--- config.mk ---
export PLATFORM = sky130hd
export DESIGN_NAME = apb_req_master
export DESIGN_NICKNAME = d
export VERILOG_FILES = /design/src/rtl/apb_req_master.sv
export SDC_FILE = /design/constraint.sdc
export NUM_CORES = 1
export LEC_CHECK = 0
export CORE_MARGIN = 2
export CORE_UTILIZATION = 39
export CTS_CLUSTER_DIAMETER = 30
export DETAILED_ROUTE_END_ITERATION = 7
export PLACE_DENSITY = 0.88
export SLEW_MARGIN = 20
export SYNTH_ARGS = -nofsm -noshare
export SYNTH_HDL_FRONTEND = slang
export SYNTH_SLANG_ARGS = --single-unit
--- constraint.sdc ---
create_clock -name PCLK -period 2.3 [get_ports PCLK]
set_clock_uncertainty 0.2 [all_clocks]
set_input_delay 0.23 -clock PCLK [delete_from_list [all_inputs] [get_ports PCLK]]
set_output_delay 0.23 -clock PCLK [all_outputs]
set_load 0.05 [all_outputs]
--- src/rtl/apb_req_master.sv ---
// APB requester: takes single commands on a valid/ready port, decodes them to a one-hot
// PSEL, runs SETUP/ACCESS with wait states and reports read data, slave errors and timeouts.
module apb_req_master #(
  parameter int AWIDTH           = 4,
  parameter int DWIDTH           = 32,
  parameter int REGWN            = 5,
  parameter int REGRN            = 3,
  parameter int REGR_ADDR_OFFSET = 5,
  parameter int TIMEOUT          = 16
) (
  input  logic                   PCLK,
  input  logic                   PRESETn,
  input  logic                   cmd_valid,
  output logic                   cmd_ready,
  input  logic                   cmd_write,
  input  logic [AWIDTH-1:0]      cmd_addr,
  input  logic [DWIDTH-1:0]      cmd_wdata,
  output logic                   rsp_valid,
  output logic [DWIDTH-1:0]      rsp_rdata,
  output logic                   rsp_err,
  output logic [REGWN+REGRN-1:0] PSEL,
  output logic                   PENABLE,
  output logic                   PWRITE,
  output logic [AWIDTH-1:0]      PADDR,
  output logic [DWIDTH-1:0]      PWDATA,
  input  logic [DWIDTH-1:0]      PRDATA,
  input  logic                   PREADY,
  input  logic                   PSLVERR
);

  localparam int PSW = REGWN + REGRN;
  localparam int CW  = (TIMEOUT > 0) ? $clog2(TIMEOUT + 1) : 1;

  localparam logic [1:0] ST_IDLE   = 2'd0;
  localparam logic [1:0] ST_SETUP  = 2'd1;
  localparam logic [1:0] ST_ACCESS = 2'd2;

  logic [1:0]     state;
  logic [CW-1:0]  wait_cnt;
  logic [PSW-1:0] sel_dec;
  logic           is_rw;
  logic           is_ro;
  logic           legal;
  logic           tmo_hit;
  logic [31:0]    addr_ext;

  assign addr_ext = 32'(cmd_addr);

  // Address decode: RW block at 0.., RO block at REGR_ADDR_OFFSET..; anything else is unmapped
  always_comb begin
    sel_dec = '0;
    is_rw   = 1'b0;
    is_ro   = 1'b0;
    for (int i = 0; i < REGWN; i++) begin
      if (addr_ext == 32'(i)) begin
        sel_dec[i] = 1'b1;
        is_rw      = 1'b1;
      end
    end
    for (int j = 0; j < REGRN; j++) begin
      if (addr_ext == 32'(REGR_ADDR_OFFSET + j)) begin
        sel_dec[REGWN+j] = 1'b1;
        is_ro            = 1'b1;
      end
    end
  end

  assign legal     = is_rw | (is_ro & ~cmd_write);
  assign cmd_ready = (state == ST_IDLE);
  // Abort on the ACCESS cycle that would bring the wait count up to TIMEOUT
  assign tmo_hit   = (TIMEOUT != 0) && (wait_cnt == CW'(TIMEOUT - 1));

  always_ff @(posedge PCLK or negedge PRESETn) begin
    if (!PRESETn) begin
      state     <= ST_IDLE;
      wait_cnt  <= '0;
      PSEL      <= '0;
      PENABLE   <= 1'b0;
      PWRITE    <= 1'b0;
      PADDR     <= '0;
      PWDATA    <= '0;
      rsp_valid <= 1'b0;
      rsp_rdata <= '0;
      rsp_err   <= 1'b0;
    end else begin
      rsp_valid <= 1'b0;
      case (state)
        ST_IDLE: begin
          if (cmd_valid) begin
            if (legal) begin
              state    <= ST_SETUP;
              wait_cnt <= '0;
              PSEL     <= sel_dec;
              PADDR    <= cmd_addr;
              PWRITE   <= cmd_write;
              if (cmd_write) begin
                PWDATA <= cmd_wdata;
              end
            end else begin
              rsp_valid <= 1'b1;
              rsp_err   <= 1'b1;
              rsp_rdata <= '0;
            end
          end
        end
        ST_SETUP: begin
          state   <= ST_ACCESS;
          PENABLE <= 1'b1;
        end
        ST_ACCESS: begin
          if (PREADY) begin
            state     <= ST_IDLE;
            PSEL      <= '0;
            PENABLE   <= 1'b0;
            rsp_valid <= 1'b1;
            rsp_err   <= PSLVERR;
            rsp_rdata <= (!PWRITE && !PSLVERR) ? PRDATA : '0;
          end else if (tmo_hit) begin
            state     <= ST_IDLE;
            PSEL      <= '0;
            PENABLE   <= 1'b0;
            rsp_valid <= 1'b1;
            rsp_err   <= 1'b1;
            rsp_rdata <= '0;
          end else begin
            wait_cnt <= wait_cnt + 1'b1;
          end
        end
        default: begin
          state <= ST_IDLE;
        end
      endcase
    end
  end

endmodule

==> results.md, run 1 <==
- Status: complete, no violations
- PD cells: 928 nW/um^2
- Total global routing overflow: 0
- First-pass GRT wire length: ~14 mm
- Max stage delay on crit path: 500 ps
- Critical Path, Cell by Cell: ha_2, and3_1, ha_2, or4b_4, or3_4, a21oi_2
- Synth Instances: ~310
- Synth Register Bits: slightly below 90
- Initial Utilization: just under 40%
- Crit-path max FO: 4
- DRC: 0
- Total clock sinks: slightly below 90
- Dpl hpwl: approximately 7.1 mm
- Fin Hold WS: around 90 ps
- Routability Congestion: roughly 0.86
- Commonest non-fill, non-tap cell in the layout: clkdlybuf4s50_1
- Die area: 10600 um^2
- Post CTS Setup Buffer Count: 0
- PortBufs: 154
- Crit end category: flop
- Setup-failing EPs final: 0
- Normalized max-slew margin: around three fifths
- Synth warnings: 0
- # nets final: around 550
- Reg clk slew, reported paths: approximately 100 ps
- Min cycle time layout: around 2300 ps
- Diode count: 0
- DR WL met3: 650 um
- Syn Std Cell Area: between 3000 and 4000 um^2
- CTS tree: built
- Top-Level Pins: roughly 160
- Multi-input logic area: about 1300 um^2
- Total detailed-routing wirelength: 9.64 mm
- Post-DRT Antenna Nets: 0
- Die width: just over 100 um
- Level count of the clock H-tree: 3
- Max Cap Viol: 0
- Longest Clk Path Bufs: 2
- Critical Path RT: between 2000 and 2500 ps
- Vias in the first global route: 2970
- DR pass1 iterations: 4
- Sequential area share after synthesis: between 50% and 60%
- Largest net degree at the start of global routing: between 40 and 50
- Gr usage total: about 18%
- Hold WC Path Type: input pin to async pin
- Fill cell count: 792
- Crit start category: flop
- Initial antenna violation count: 0
- FP Rows: 36
- Top delay family on crit path: simple AND/OR/NAND/NOR gates
- Worst EP arrival: 2320 ps
- CTS Buf Count: 9
- DIE HEIGHT: 103 um
- Critical Path Most Common Cell: ha_2
- Slew Limit Fails: 0
- CP bufs+invs: 0
- Met2 WL: 4.95 mm
- Share of cells above drive strength 1: a little under a fifth
- Area delta synth->final: 52.3%
- Net Count, Synth: around 400
- IR Drop Worst-Case VDD: about 480 uV
- Routed vias/inst: around 4.8
- Distinct cells, synth: 32
- Slowest CP cell: or4b_4
- Metal1 wirelength: ~3.9 mm
- Worst-Margin Slew: 618 ps
- Most frequent cells in the layout: 152 x clkdlybuf4s50_1, 87 x dfrtp_1, 71 x inv_1, 32 x o32ai_1, 29 x mux2_4
- Clk Latency, worst-skew pair: between 300 and 400 ps
- Clock root buffer: clkbuf_8
- DR top layer: met4
- Final non-filler cell area: approximately 5800 um^2
- Hold Fails Final Rpt: 0
- Total core area: between 9000 and 10000 um^2
- Storage cell area: 2180 um^2
- FMAX: between 400 and 500 MHz
- Drt wl/cell: roughly 16 um
- Via count: between 2000 and 3000
- Leak Pwr: approximately 2.7 nW
- Final Cycle Share: approximately 98%
- Critical setup path kind: flop to flop
- Initial drt markers: 69
- Syn_area_per_cell: roughly 12 um^2
- Placed inst area: between 5000 and 6000 um^2
final timing paths:
check	depth (start not counted)	to	from	slack, ps
max	6	wait_cnt[3]	wait_cnt[0]	40
min	2	rsp_rdata[27]	PRESETn	90
max reg2reg	6	wait_cnt[3]	wait_cnt[0]	40
min reg2reg	1	PADDR[3]	PADDR[3]	300
max in group asynchronous	3	PSEL[7]	PRESETn	1170
min in group PCLK	3	rsp_rdata[20]	PRDATA[20]	220
synth_stat cells, drive strengths merged:
library cell,n,share of area [%]
o2bb2ai,1,0.23
ha,2,0.66
o32ai,32,7.3
a21oi,4,0.52
nor3,1,0.13
o211a,1,0.26
a22oi,1,0.20
dfrtp,87,57
and3,2,0.33
nor2,4,0.39
nor4,4,0.66
or3,4,0.66
clkbuf,17,1.7
inv,71,7.0
o21ai,7,0.92
buf,4,1.2
and2,2,0.33
nor2b,2,0.33
o211ai,1,0.20
a211o,1,0.23
nand2,3,0.29
or4b,2,0.62
o32a,1,0.26
mux2,43,16
nand3,2,0.26
nand4,1,0.16
o22ai,1,0.33
nor4b,5,1.1
nand2b,4,0.66
or2,3,0.49
routing by layer:
| metal | vias up | global-route usage, % |
|---|---|---|
| met4 | 0 | 5.87 |
| met3 | 10 | 4.27 |
| li1 | 1386 | - |
| met2 | 106 | 31.0 |
| met5 | - | 0 |
| met1 | 1439 | 21.0 |
state kept, by name, indices dropped and copies added (netlist names):
signal     flops
PWRITE         1
wait_cnt       5
rsp_valid      1
state          2
PSEL           8
PWDATA        32
PADDR          4
PENABLE        1
rsp_err        1
rsp_rdata     32
repair_timing:
| action | CTS | global route |
|---|---|---|
| endpoints found under the hold margin | 87 | 0 |
| endpoints found under the setup margin | 1 | 5 |
| hold buffers | 1 | 0 |
| resized for setup | 1 | 4 |
final cells by class:
class                      instances  share of cell area, %
sequential                        87                   37.4
timing repair buffer             172                   29.6
multi-input combinational        134                   22.2
inverter                          71                   4.58
tap                              133                   2.86
clock buffer                      10                   2.37
clock inverter                     6                  0.882
kinds of logic (layout without fill, tap and decap cells):
family          after synthesis  count (layout)  synth area share [%]
simple gates                 39              39                  6.46
fa+ha+maj                     2               2                 0.655
flops                        87              87                  57.0
compound gates               50              50                  10.5
mux                          43              43                  15.5
buf+inv                      92             259                  9.83
metrics by stage:
step	setup WS, ps	utilization, %	setup TNS, ps	std cells	total power, mW
2_1_floorplan	89.6	-	0	313	3.53
4_1_cts	3.19	60.2	0	613	5.46
3_5_place_dp	-118	58.1	-3340	596	4.43
3_3_place_gp	-78.7	58.1	-2220	596	4.37
6_report	38.6	60.3	0	613	5.40
5_1_grt	-5.19	60.3	-5.19	613	5.64
power breakdown:
group / switching [mW] / total, mW / internal, mW
registers: 0.196 / 2.03 / 1.83
clock network: 0.555 / 0.993 / 0.438
logic: 1.42 / 2.38 / 0.954
(Power assumes the default switching activity.)
==> run 2, diff against run 1 <==
--- a/config.mk
+++ b/config.mk
@@ -9,6 +9,7 @@
 export CORE_UTILIZATION = 39
 export CTS_CLUSTER_DIAMETER = 30
 export DETAILED_ROUTE_END_ITERATION = 7
+export GPL_TIMING_DRIVEN = 0
 export PLACE_DENSITY = 0.88
 export SLEW_MARGIN = 20
 export SYNTH_ARGS = -nofsm -noshare
==> results.md, run 2 (synthesis gave the netlist of run 1 again) <==
- Status: complete, no violations
- Total core area: 9640 um^2 (unchanged)
- Multi-input logic area: 1310 um^2 (+1.5%)
- CTS tree: built
- CTS Buf Count: 9 (unchanged)
- Crit end category: flop
- Most frequent cells in the layout: 152 x clkdlybuf4s50_1, 87 x dfrtp_1, 71 x inv_1, 32 x o32ai_1, 29 x mux2_4
- Commonest non-fill, non-tap cell in the layout: clkdlybuf4s50_1
- Clock root buffer: clkbuf_8
- DP Cell Count: 601 (+0.84%)
- PortBufs: 154 (unchanged)
- Initial antenna violation count: 0 (unchanged)
- FMAX: 449 MHz (+1.6%)
- Worst EP arrival: 2310 ps (about the same)
- DR pass1 iterations: 4 (unchanged)
- Critical setup path kind: flop to flop
- Crit start category: flop
- Via count: 2974 (+1.1%)
- Reg clk slew, reported paths: 80 ps (-20 ps)
- Post-DRT Antenna Nets: 0 (unchanged)
- Normalized max-slew margin: 60.3% (+2.1 points)
- RSZ-0062 raised after global routing: false
- Diode count: 0 (unchanged)
- Leak Pwr: 2.64 nW (-0.78%)
- Critical Path, Cell by Cell: ha_2, and3_4, ha_4, or4b_4, or3_4, a21oi_2
- Total detailed-routing wirelength: 9.42 mm (-2.3%)
- Final non-filler cell total: 619 (+0.98%)
- Longest Clk Path Bufs: 2 (unchanged)
- Share of cells above drive strength 1: 18.5% (-0.44 points)
- Hold WC Path Type: input pin to async pin
- Die area: 10600 um^2 (unchanged)
- Gr usage total: 17.9% (+0.36 points)
- IR Drop Worst-Case VDD: 497 uV (+3.9%)
- Routed vias/inst: 4.80 (+0.14%)
- Vias in the first global route: 3080 (+3.7%)
- Drt wl/cell: 15.2 um (-3.2%)
- PD cells: 917 nW/um^2 (-1.2%)
- Total clock sinks: 87 (unchanged)
- Crit-path max FO: 5 (+1)
- Largest net degree at the start of global routing: 47 (+4.4%)
- Clk Latency, worst-skew pair: 350 ps (+20 ps)
- Top delay family on crit path: simple AND/OR/NAND/NOR gates
- DIE HEIGHT: 103 um (unchanged)
- Slew Limit Fails: 0 (unchanged)
- Sum Neg Setup Slack: 0 ps (unchanged)
- Routability Congestion: 0.845 (-1.6%)
- First-pass GRT wire length: 14.8 mm (+1.8%)
- # nets final: 559 (+1.5%)
- FP Rows: 36 (unchanged)
- Fill cell count: 788 (-0.51%)
- Setup-failing EPs final: 0 (unchanged)
- Die width: 103 um (unchanged)
- Final Cycle Share: 96.7% (-1.6 points)
- Min cycle time layout: 2220 ps (-36.6 ps)
- Critical Path RT: 2380 ps (+20 ps)
- Slowest CP cell: or4b_4
- Storage cell area: 2180 um^2 (unchanged)
- Initial drt markers: 107 (+55%)
- DRC: 0 (unchanged)
- CP bufs+invs: 0 (unchanged)
- Level count of the clock H-tree: 3 (unchanged)
- Dpl hpwl: 6.96 mm (-1.5%)
- Max stage delay on crit path: 540 ps (+40 ps)
- Max Cap Viol: 0 (unchanged)
- Area delta synth->final: 51.6%
- Worst-Margin Slew: 595 ps (-22.6 ps)
- Total global routing overflow: 0 (unchanged)
- Initial Utilization: 39.6% (unchanged)
- Hold Fails Final Rpt: 0 (unchanged)
- Top-Level Pins: 155 (unchanged)
- Biggest regs: PWDATA: 32 flops, rsp_rdata: 32 flops, PSEL: 8 flops
[run 2: worst paths after layout]
check                            startpoint             to  slack [ps]  depth (start not counted)
worst max-delay path            wait_cnt[1]    wait_cnt[3]          80                          6
worst min-delay path                PRESETn   rsp_rdata[0]         220                          2
worst max register to register  wait_cnt[1]    wait_cnt[3]          80                          6
worst min register to register     PADDR[3]       PADDR[3]         290                          1
max in group asynchronous           PRESETn  rsp_rdata[25]        1050                          3
min in group PCLK                PRDATA[21]  rsp_rdata[21]         220                          3
[run 2: repair_timing]
item | CTS | global route
buffers inserted | 0 | 3
hold endpoints to repair | 45 | 0
resized for setup | 4 | 26
endpoints found under the setup margin | 33 | 40
hold buffers | 1 | 0
pin swaps | 0 | 2
[run 2: metrics by stage]
step / cell area (um^2) / hold slack, ps / utilization, % / power (mW) / worst slack [ps]
3_3_place_gp: 5530 / 274 / 57.3 / 4.34 / -2240
5_1_grt: 5790 / 212 / 60.0 / 5.55 / 14.2
6_report: 5790 / 216 / 60.0 / 5.30 / 75.2
4_1_cts: 5720 / 201 / 59.3 / 5.32 / 1.89
3_5_place_dp: 5550 / 78.7 / 57.5 / 4.39 / -256
2_1_floorplan: 3820 / -266 / - / 3.53 / 89.6
[run 2: cell type report]
cell class	count	share of cell area [%]
clock buffers	10	2.21
clock inverters	4	0.433
multi-input cells	134	22.7
plain buffers	21	2.10
repair buffers	159	27.5
flip-flops and latches	87	37.6
inverters	71	4.61
well taps	133	2.88
[run 2: power breakdown]
group	switching (mW)	internal (mW)
logic	1.43	0.959
clock network	0.525	0.377
registers	0.185	1.83
total	2.14	3.17
[run 2: routing by layer]
metal  GRT usage [%]  routed length [um]
met1            21.9                3860
met2            31.0                4750
met3            4.61                 650
met4            5.67                 155
met5               0                   0
